===== src/rtl/ritc_lane_align_ctrl.sv =====
// Lane alignment sequencer: walks every deserialized lane, bitslipping each one until
// its training word has been seen MATCH_COUNT times in a row, or failing it after DESER-1 slips.

module ritc_lane_match #(
  parameter int               DESER         = 4,
  parameter logic [DESER-1:0] TRAIN_PATTERN = '0,
  parameter logic             POLARITY      = 1'b0
) (
  input  logic [DESER-1:0] i_dat,
  output logic             o_match
);
  assign o_match = ((i_dat ^ {DESER{POLARITY}}) == TRAIN_PATTERN);
endmodule

module ritc_lane_align_ctrl #(
  parameter int                NLANES        = 72,
  parameter int                DESER         = 4,
  parameter logic [DESER-1:0]  TRAIN_PATTERN = 4'b1010,
  parameter logic [NLANES-1:0] BIT_POLARITY  = '0,
  parameter int                MATCH_COUNT   = 16,
  parameter int                SETTLE        = 8,
  localparam int               LW            = (NLANES > 1) ? $clog2(NLANES) : 1
) (
  input  logic                    SYSCLK,
  input  logic                    RST,
  input  logic [NLANES*DESER-1:0] dat_i,
  input  logic                    start_i,
  input  logic                    abort_i,
  output logic [NLANES-1:0]       bitslip_o,
  output logic [NLANES-1:0]       lock_o,
  output logic [NLANES-1:0]       lane_fail_o,
  output logic                    fail_o,
  output logic                    busy_o,
  output logic                    done_o,
  output logic [LW-1:0]           lane_o
);

  localparam int MW = $clog2(MATCH_COUNT + 1);
  localparam int PW = (DESER > 1) ? $clog2(DESER) : 1;
  localparam int SW = (SETTLE > 1) ? $clog2(SETTLE) : 1;

  localparam logic [MW-1:0] MATCH_LAST  = MW'(MATCH_COUNT - 1);
  localparam logic [PW-1:0] SLIP_LAST   = PW'(DESER - 1);
  localparam logic [SW-1:0] SETTLE_LAST = SW'(SETTLE - 1);
  localparam logic [LW-1:0] LANE_LAST   = LW'(NLANES - 1);

  typedef enum logic [2:0] {
    S_IDLE, S_COMPARE, S_SLIP, S_SETTLE, S_NEXT, S_DONE
  } state_t;

  state_t            r_state, w_nstate;
  logic [LW-1:0]     r_lane;
  logic [MW-1:0]     r_match;
  logic [PW-1:0]     r_slip;
  logic [SW-1:0]     r_settle;
  logic [NLANES-1:0] r_lock, r_fail;
  logic [NLANES-1:0] w_match;
  logic              w_cur_match;
  logic              w_abort;

  genvar g;
  generate
    for (g = 0; g < NLANES; g++) begin : g_lane
      ritc_lane_match #(
        .DESER         (DESER),
        .TRAIN_PATTERN (TRAIN_PATTERN),
        .POLARITY      (BIT_POLARITY[g])
      ) u_match (
        .i_dat   (dat_i[g*DESER +: DESER]),
        .o_match (w_match[g])
      );
    end
  endgenerate

  assign w_cur_match = w_match[r_lane];
  assign w_abort     = abort_i && (r_state != S_IDLE);

  always_ff @(posedge SYSCLK or posedge RST) begin
    if (RST) r_state <= S_IDLE;
    else     r_state <= w_nstate;
  end

  always_comb begin
    w_nstate  = r_state;
    bitslip_o = '0;
    busy_o    = (r_state != S_IDLE);
    done_o    = 1'b0;
    case (r_state)
      S_IDLE:    if (start_i && !abort_i) w_nstate = S_COMPARE;
      S_COMPARE: begin
        if (w_cur_match) begin
          if (r_match == MATCH_LAST) w_nstate = S_NEXT;
        end else if (r_slip == SLIP_LAST) begin
          w_nstate = S_NEXT;
        end else begin
          w_nstate = S_SLIP;
        end
      end
      S_SLIP: begin
        bitslip_o[r_lane] = 1'b1;
        w_nstate          = S_SETTLE;
      end
      S_SETTLE:  if (r_settle == SETTLE_LAST) w_nstate = S_COMPARE;
      S_NEXT:    w_nstate = (r_lane == LANE_LAST) ? S_DONE : S_COMPARE;
      S_DONE: begin
        done_o   = 1'b1;
        w_nstate = S_IDLE;
      end
      default:   w_nstate = S_IDLE;
    endcase
    if (w_abort) w_nstate = S_IDLE;
  end

  // Abort freezes every counter and flag; only the state returns to IDLE.
  always_ff @(posedge SYSCLK or posedge RST) begin
    if (RST) begin
      r_lane   <= '0;
      r_match  <= '0;
      r_slip   <= '0;
      r_settle <= '0;
      r_lock   <= '0;
      r_fail   <= '0;
    end else if (!w_abort) begin
      case (r_state)
        S_IDLE: if (start_i && !abort_i) begin
          r_lane  <= '0;
          r_match <= '0;
          r_slip  <= '0;
          r_lock  <= '0;
          r_fail  <= '0;
        end
        S_COMPARE: begin
          if (w_cur_match) begin
            r_match <= r_match + MW'(1);
            if (r_match == MATCH_LAST) r_lock[r_lane] <= 1'b1;
          end else begin
            r_match <= '0;
            if (r_slip == SLIP_LAST) r_fail[r_lane] <= 1'b1;
          end
        end
        S_SLIP: begin
          r_slip   <= r_slip + PW'(1);
          r_settle <= '0;
        end
        S_SETTLE: r_settle <= r_settle + SW'(1);
        S_NEXT: if (r_lane != LANE_LAST) begin
          r_lane  <= r_lane + LW'(1);
          r_slip  <= '0;
          r_match <= '0;
        end
        default: ;
      endcase
    end
  end

  assign lock_o      = r_lock;
  assign lane_fail_o = r_fail;
  assign fail_o      = |r_fail;
  assign lane_o      = r_lane;

endmodule


===== config.mk =====
export PLATFORM = sky130hd
export DESIGN_NAME = ritc_lane_align_ctrl
export DESIGN_NICKNAME = d
export VERILOG_FILES = /design/src/rtl/ritc_lane_align_ctrl.sv
export SDC_FILE = /design/constraint.sdc
export NUM_CORES = 1
export LEC_CHECK = 0
export ABC_CLOCK_PERIOD_IN_PS = 6600
export CORE_AREA = 2 2 203 205
export CTS_CLUSTER_DIAMETER = 150
export DETAILED_ROUTE_END_ITERATION = 8
export DIE_AREA = 0 0 205 207
export MAX_ROUTING_LAYER = met4
export PLACE_DENSITY = 0.56
export SLEW_MARGIN = 20
export SYNTH_ARGS = -nofsm -noshare
export SYNTH_HDL_FRONTEND = slang
export SYNTH_SLANG_ARGS = --single-unit

===== constraint.sdc =====
create_clock -name SYSCLK -period 6.6 [get_ports SYSCLK]
set_clock_uncertainty 0.15 [all_clocks]
set_input_delay 1.98 -clock SYSCLK [delete_from_list [all_inputs] [get_ports SYSCLK]]
set_output_delay 1.98 -clock SYSCLK [all_outputs]
set_load 0.05 [all_outputs]

# [Word level (Yosys, flattened, before mapping)]
# Cells that the tools add are included.
[word_totals] out_inout_bits=226 wordCells=158 in_bits=292 regBits=164
[classes] bitwise=3 eq_ne=91 addsub=4 n_reduce_logical=19 n_mux=32 n_lt_le_gt_ge=2
[op_table] cell="two-way mux 72 bit" n=6
[op_table] cell="== test 4 bit, second input constant" n=72
[op_table] cell="case mux 72 bit (2 select lines)" n=2
[op_table] cell="OR 72 bit" n=2
[op_table] cell="OR reduction 72 bit" n=1
[op_table] cell="two-way mux 3 bit" n=7
[op_table] cell="two-way mux 5 bit" n=3
[op_table] cell="case mux 3 bit (5 select lines)" n=1
[op_table] cell="case mux 5 bit (3 select lines)" n=1
[op_table] cell="two-way mux 7 bit" n=2
[op_table] cell="case mux 7 bit (2 select lines)" n=1
[op_table] cell="!= test 2 bit, second input constant" n=6
[op_table] cell="AND reduction 4 bit" n=3
[op_table] cell="AND reduction 5 bit" n=2
[op_table] cell="== test 3 bit, second input constant" n=3
[op_table] cell="nonzero test 3 bit" n=3
[op_table] cell="< comparator 7 x 8 -> 1 bit, second input constant" n=1
[op_table] cell="adder 7 x 1 -> 7 bit, second input constant" n=1
[op_table] cell="binary-select mux 1 bit (select 7 bit)" n=1
[op_table] cell="demux 1 bit (select 7 bit)" n=1
[op_table] cell="== test 7 bit, second input constant" n=1
[op_table] cell=">= comparator 7 x 1 -> 1 bit, second input constant" n=1
[op_table] cell="!= test 7 bit, second input constant" n=1
[op_table] cell="== test 3 x 2 -> 1 bit, second input constant" n=2
[op_table] cell="other kinds (19)" n=27

# [Longest topological paths before layout]
# Gate-level depths: netlist (run 1).
[depth] ltp_word=8 ltp_mapped=11 ltp_nobuf=8

# [Cells and area by module]
# Synthesis (run 1) repeated with hierarchy kept, for this count alone.
[unflattened] cells_unflattened=944 hier_area_um2=8864.8
[by_module_without_submodules] mod="ritc_lane_align_ctrl" seq_area_each_um2=4103.9 area_per_inst_um2=7963.9 cells_each=872 instances=1
[by_module_without_submodules] mod="ritc_lane_match" seq_area_each_um2=0.0 area_per_inst_um2=12.5 cells_each=1 instances=72

# [Least setup slack after synthesis (run 1)]
# No wires, ideal clock.
[synth_timing] path_kind="reg2out" start="register r_lane[6], in the netlist lane_o[6]" end="output port bitslip_o[64]" path_slack_ps=1702 path_buffers=3 t_arrival_ps=2768 path_stages_with_launch=6 required_ps=4470 path_cell_list="dfrtp_1 buf_2 or4b_1 buf_2 clkbuf_1 nor3_1"
[synth_between] elab_chain_len=5 elab_cells_between_ends=6 cone_classes="order compare (2); mux (3); reduce/logical (1)"
[synth_lines] element="start, declared" line_no="52" text="logic [LW-1:0] r_lane;"
[synth_lines] element="start signal, assigned" line_no="147" text="r_lane <= r_lane + LW'(1);"
[synth_lines] element="< comparator 7 x 8 -> 1 bit (implied by the code) or >= comparator 7 x 1 -> 1 bit (tied branches)" line_no="100" text="bitslip_o[r_lane] = 1'b1;"
[synth_lines] element="logical AND 1 bit (implied by the code)" line_no="100"
[synth_lines] element="two-way mux 1 bit (implied by the code)" line_no="100"
[synth_lines] element="demux 1 bit (select 7 bit) *" line_no="100"
[synth_lines] element="two-way mux 72 bit *" line_no="88" text="case (r_state)"
[synth_lines] element="end, declared" line_no="29" text="output logic [NLANES-1:0] bitslip_o,"
# Every way passes the cells marked *; elsewhere a longest branch is shown, timed or not.

# [Worst setup path after layout (run 1)]
[layout_timing] start="register r_lane[3], in the netlist lane_o[3]" end="output port bitslip_o[42]"
# Same word-level chain as after synthesis.

==> flow_summary_export.csv, run 1 <==
group,metric,value,unit
setup_path,arrival,3.38,ns
clocking,clk_latency,0.43,ns
synth,synth_common_cells,"dfrtp_1 (164), nor2_1 (94), inv_1 (78)",
clocking,cts_tree,"built",
setup_path,critPathCapture,"bitslip_o[42]",
global_routing,grt_remaining_overflow,0,
floorplanning,core-area,40400,µm²
synth,yosys_warnings,0,
layout,final_net_count,1756,
sta,worst_slack,1.09,ns
power_and_ir_drop,leakage,5.82,nW
setup_path,crit_path_start_kind,"register",
worst_hold_path,hold_depth,2,
job,maxCapViolations,0,
synth,synth_cell_types,68,
clocking,cts.sinks,164,
layout,final_util,38.4,%
detailed_routing,route.met3.wl,2.16,mm
setup_path,critPathMaxFanout,16,
power_and_ir_drop,vdd_drop_max,0.170,mV
global_routing,grt_max_degree,88,
floorplanning,start_util,22.8,%
setup_path,crit_buf_inv,1,
setup_path,ff2ff_setup_slack,2.70,ns
clocking,htreeDepth,4,
sta,tightest_slew,1.09,ns
detailed_routing,route.met2.wl,24.3,mm
sta,hold_viol,0,
layout,antenna_cells,0,
synth,synth_top_area_share,44.6,%
clocking,clk_pin_slew_worst_paths,0.07,ns
sta,maxSlewHeadroom,26.8,%
worst_hold_path,hold_class,"register to register",
floorplanning,die_x,205,µm
sta,setup_viol,0,
setup_path,required,4.47,ns
clocking,cts_buffers,17,
setup_path,critical-path-top-delay-family,"simple AND/OR/NAND/NOR gates",
clocking,clk_path_buf_depth,2,
global_routing,grt_pass1_wl,67.6,mm
synth,synthTopCellsByArea,"dfrtp_1 (45%), nor4bb_1 (4.5%), a21oi_1 (4.2%), nor3_1 (4.0%), nor2_1 (3.8%)",
power_and_ir_drop,power_density,156,nW/µm²
synth,async_reset_ff_share,100,%
place,dp_slack,1.50,ns
detailed_routing,met1_length,19.2,mm
synth,synth_edf_count,0,
clocking,root_buffer,"clkbuf_16",
clocking,cts_resized,0,
setup_path,r2r_start,"lane_o[1]",
detailed_routing,maxUsedRoutingLayer,"met4",
synth,synth-seq-cells,164,
setup_path,critPathKind,"register to output port",
setup_path,r2r_cells,9,
setup_path,worstSetupPathDepth,4,
floorplanning,fp.dieH,207,µm
setup_path,critPathMaxStageDelay,0.87,ns
detailed_routing,first_pass_iters,5,
detailed_routing,vias,10100,
synth,yosys.area.top_type,"dfrtp_1",
setup_path,crit_path_end_kind,"output port",
detailed_routing,wire_per_inst,23.3,µm
sta,period_needed,5.51,ns
status,outcome,"finished, final reports clean",
setup_path,rr_endpoint,"lane_fail_o[16]",
global_routing,grtUsageTotal,22.0,%
synth,avgSynthCellArea,9.27,µm²
sta,clock.fmax,0.182,GHz
floorplanning,fp-row-count,74,
global_routing,antenna_found_initial,1,
synth,synth-main-ff-cell,"dfrtp_1",
detailed_routing,vias_per_cell,5.06,
place,dp_hpwl,35.0,mm
detailed_routing,drt_iter0_drc,641,
synth,syn_area,9200,µm²
sta,fin_crit_sh,83.4,%
sta,final_max_slew_viol_count,0,
detailed_routing,antenna_left,0,
place,gp_congestion,0.830,
layout,drive_gt1_share,5.44,%
synth,yosysMostFrequentCell,"dfrtp_1",
synth,synth_nets,1290,
clocking,cts_setup_buffers,0,
clocking,ctsHoldBuffers,0,
floorplanning,die-area,42400,µm²
floorplanning,io-pin-count,518,
setup_path,critical-path-slowest-cell,"clkdlybuf4s50_1",
setup_path,cp-startpoint,"lane_o[3]",
layout,syn2layout_area_growth,68.4,%
synth,ys_seq_area_share,44.6,%
sta,rsz0062_at_grt,"no",
setup_path,crit_chain,"nor2b_1, nand2_1, nor3_1, clkdlybuf4s50_1",
synth,synth_cells,992,
global_routing,grt_pass1_vias,10200,
detailed_routing,drc,0,
sta,tns,0,ns
place,port_buffers,517,
detailed_routing,finalWirelength,46.7,mm
-- routing by layer --
layer	track usage (%)	vias to the layer above
li1	-	4669
met1	26.5	5027
met2	38.9	392
met3	2.39	52
met4	5.73	0
met5	-	-
-- final cells by class --
type | count | area [µm²]
Fill cell | 4125 | 24900
Sequential cell | 164 | 4110
Multi-Input combinational cell | 653 | 4370
Clock buffer | 18 | 429
Tap cell | 532 | 666
Inverter | 79 | 302
Timing Repair Buffer | 543 | 5420
Clock inverter | 14 | 191
-- registers in the layout, indices dropped and copies added (netlist names) --
signal       cells
lane_o           7
r_state          3
r_settle         3
lock_o          72
r_match          5
r_slip           2
lane_fail_o     72
-- worst reg2reg max path: stages, from the launching register on --
cell,delay (ns)
dfrtp_2,0.58
buf_4,0.37
nand3_2,0.64
o21ai_1,0.36
a21oi_1,0.06
a32oi_1,0.32
o211ai_4,0.15
nor3_4,0.19
buf_4,0.67
a32o_1,0.35
-- per-stage QoR --
stage                     std cells  hold slack (ns)  instance area, µm²  power, W
after global placement         1971            0.303               14900   0.00136
after floorplan                 992            0.291                9200   0.00115
after global routing           2003            0.352               15500   0.00250
after detailed placement       1971            0.318               14900   0.00137
final                          2003            0.329               15500   0.00242
after CTS                      2003            0.330               15500   0.00243
-- cells by family (layout without fill, tap and decap cells) --
logic type,Yosys count,after routing,share of synthesized area [%]
compound gates,276,276,22.5
xor+xnor,5,5,0.476
fa+ha+maj,6,6,0.816
buf+inv,175,654,8.23
flops,164,164,44.6
mux,5,5,0.571
simple gates,361,361,22.8
-- how the worst min path moves through the flow --
| stage | from | end |
|---|---|---|
| 5_1_grt | r_settle[1] | r_settle[1] |
| 6_report | r_match[4] | r_match[4] |
| 2_1_floorplan | r_settle[1] | r_settle[1] |
| 3_5_place_dp | r_match[4] | r_match[4] |
| 4_1_cts | r_match[4] | r_match[4] |
| 3_3_place_gp | r_settle[1] | r_settle[1] |
-- power by group --
part	internal (W)	switching, W
Clock	0.000608	0.000461
Combinational	0.000189	0.000138
Sequential	0.00101	0.00000810
-- cells in the final DEF (no fill, tap or decap), drive strengths merged, types with 11 or more instances in the layout --
cell type,Yosys,layout
clkdlybuf4s50,0,517
o2111ai,35,35
nand2,39,39
o21ai,15,15
nor2,95,95
a22o,39,39
nand3,11,11
clkbuf,62,18
o211ai,41,41
nor4bb,41,41
a21oi,77,77
nor3,74,74
buf,34,26
nand4,26,26
a32o,34,34
nor4,24,24
inv,79,85
dfrtp,164,164
Power figures use the tool's default switching activity.
==> inputs of run 2 (changes only) <==
ABC_CLOCK_PERIOD_IN_PS = 4800   (was 6600)
clock period = 4.8 ns   (was 6.6 ns; I/O delays follow)
==> flow_summary_export.csv, run 2 (synthesized netlist as in run 1, its figures left out) <==
group,metric,value,unit
status,outcome,"finished, final reports clean",
setup_path,critPathKind,"register to output port",
global_routing,globalRoute.busiestLayer,"met2",
clocking,clk_path_buf_depth,2,
detailed_routing,vias,10100,
sta,clock.fmax,0.221,GHz
sta,period_needed,4.53,ns
worst_hold_path,hold_depth,2,
clocking,cts_tree,"built",
power_and_ir_drop,vdd_drop_max,0.224,mV
power_and_ir_drop,power_density,201,nW/µm²
global_routing,grt_pass1_wl,68.2,mm
sta,setup_viol,0,
clocking,htreeDepth,4,
global_routing,groute.layer.met3.usage,2.47,%
clocking,cts_setup_buffers,0,
place,port_buffers,517,
layout,final_net_count,1775,
detailed_routing,drc,0,
setup_path,rr_endpoint,"r_state[1]",
worst_hold_path,hold_class,"register to register",
floorplanning,core-area,40400,µm²
setup_path,ff2ff_setup_slack,1.25,ns
sta,rsz0062_at_grt,"no",
detailed_routing,drt_iter0_drc,708,
sta,hold_viol,0,
global_routing,grt_remaining_overflow,0,
job,maxCapViolations,0,
detailed_routing,vias_per_cell,5.02,
detailed_routing,wire_per_inst,23.1,µm
layout,drive_gt1_share,11.5,%
detailed_routing,antenna_left,0,
floorplanning,start_util,22.8,%
sta,fin_crit_sh,94.5,%
layout,fillCellCount,4014,
clocking,ctsHoldBuffers,0,
global_routing,grt_max_degree,73,
place,gp_congestion,0.872,
worst_hold_path,hold_start,"r_match[4]",
global_routing,grt_pass1_vias,10300,
setup_path,required,3.21,ns
layout,syn2layout_area_growth,75.3,%
sta,tns,0,ns
setup_path,r2r_cells,10,
worst_hold_path,hold_path_end,"r_match[4]",
sta,worst_slack,0.265,ns
clocking,cts.sinks,164,
place,dp_slack,0.423,ns
floorplanning,die-area,42400,µm²
clocking,clk_latency,0.43,ns
layout,layout_commonest_cell,"clkdlybuf4s50_1",
detailed_routing,finalWirelength,46.8,mm
setup_path,crit_path_end_kind,"output port",
setup_path,r2r_start,"lane_o[0]",
global_routing,grt_util_met1,26.7,%
clocking,root_buffer,"clkbuf_16",
global_routing,grtUsageTotal,22.2,%
clocking,cts_buffers,17,
clocking,cts_resized,0,
power_and_ir_drop,leakage,6.19,nW
setup_path,arrival,2.94,ns
floorplanning,die_x,205,µm
global_routing,antenna_found_initial,2,
global_routing,use_met2,40.1,%
detailed_routing,first_pass_iters,5,
floorplanning,fp-row-count,74,
setup_path,crit_path_start_kind,"register",
sta,tightest_slew,0.813,ns
layout,mostFrequentLayoutCells,"clkdlybuf4s50_1 (445), dfrtp_1 (163), nor2_1 (92)",
place,dp_hpwl,36.2,mm
clocking,clk_pin_slew_worst_paths,0.07,ns
floorplanning,fp.dieH,207,µm
floorplanning,io-pin-count,518,
setup_path,critPathMaxFanout,3,
layout,antenna_cells,0,
sta,final_max_slew_viol_count,0,
sta,maxSlewHeadroom,45.8,%
## run 2: cell types whose count changed in the layout (fill, tap and decap cells not counted), moves of 2 or more
cell	previous run	this run
bufinv_16	3	1
inv_8	0	3
buf_12	4	61
inv_6	7	4
clkinvlp_4	2	5
clkdlybuf4s50_1	517	445
buf_4	22	56
## run 2: worst max-delay path, cell delays in order (launching register included)
cell	delay [ns]
dfrtp_1	0.42
nor4_1	0.47
nand4_1	0.21
nor4_1	0.50
nand4_1	0.19
clkdlybuf4s50_1	0.74
## run 2: where the power goes
| group | leakage (nW) | internal (W) | switching (W) |
|---|---|---|---|
| clock network | 0.276 | 0.000738 | 0.000640 |
| registers | 2.29 | 0.00139 | 0.0000109 |
| logic | 3.62 | 0.000265 | 0.000190 |
## run 2: worst max path at each step
stage,to,cells after the start,start,slack (ns)
3_3_place_gp,r_match[4],10,dat_i[279],0.51
3_5_place_dp,r_match[4],10,dat_i[107],0.42
6_report,fail_o,5,lane_fail_o[27],0.27
4_1_cts,fail_o,5,lane_fail_o[27],0.18
2_1_floorplan,bitslip_o[64],5,lane_o[6],0.44
5_1_grt,fail_o,5,lane_fail_o[27],0.07
## run 2: per-layer routing
| metal | vias to the layer above | wire length, µm |
|---|---|---|
| met2 | 403 | 25300 |
| li1 | 4717 | - |
| met4 | 0 | 469 |
| met3 | 33 | 2320 |
| met5 | - | 0 |
| met1 | 4992 | 18700 |
## run 2: layout make-up
cell class / count / area, µm² / share of cell area, %
repair buffers: 562 / 6100 / 37.8
multi-input cells: 653 / 4360 / 27.1
flip-flops and latches: 164 / 4110 / 25.5
well taps: 532 / 666 / 4.13
clock buffers: 17 / 425 / 2.64
inverters: 79 / 300 / 1.86
clock inverters: 15 / 163 / 1.01
## run 2: stage by stage
| step | power [W] | std cells | hold slack (ns) | cell area (µm²) | utilization [%] |
|---|---|---|---|---|---|
| floorplan | 0.00158 | 992 | 0.291 | 9200 | - |
| global placement | 0.00188 | 1990 | 0.305 | 15500 | 38.5 |
| detailed placement | 0.00189 | 1990 | 0.326 | 15500 | 38.5 |
| CTS | 0.00326 | 2022 | 0.342 | 16100 | 39.9 |
| global route | 0.00336 | 2022 | 0.373 | 16100 | 39.9 |
| finish | 0.00323 | 2022 | 0.341 | 16100 | 39.9 |
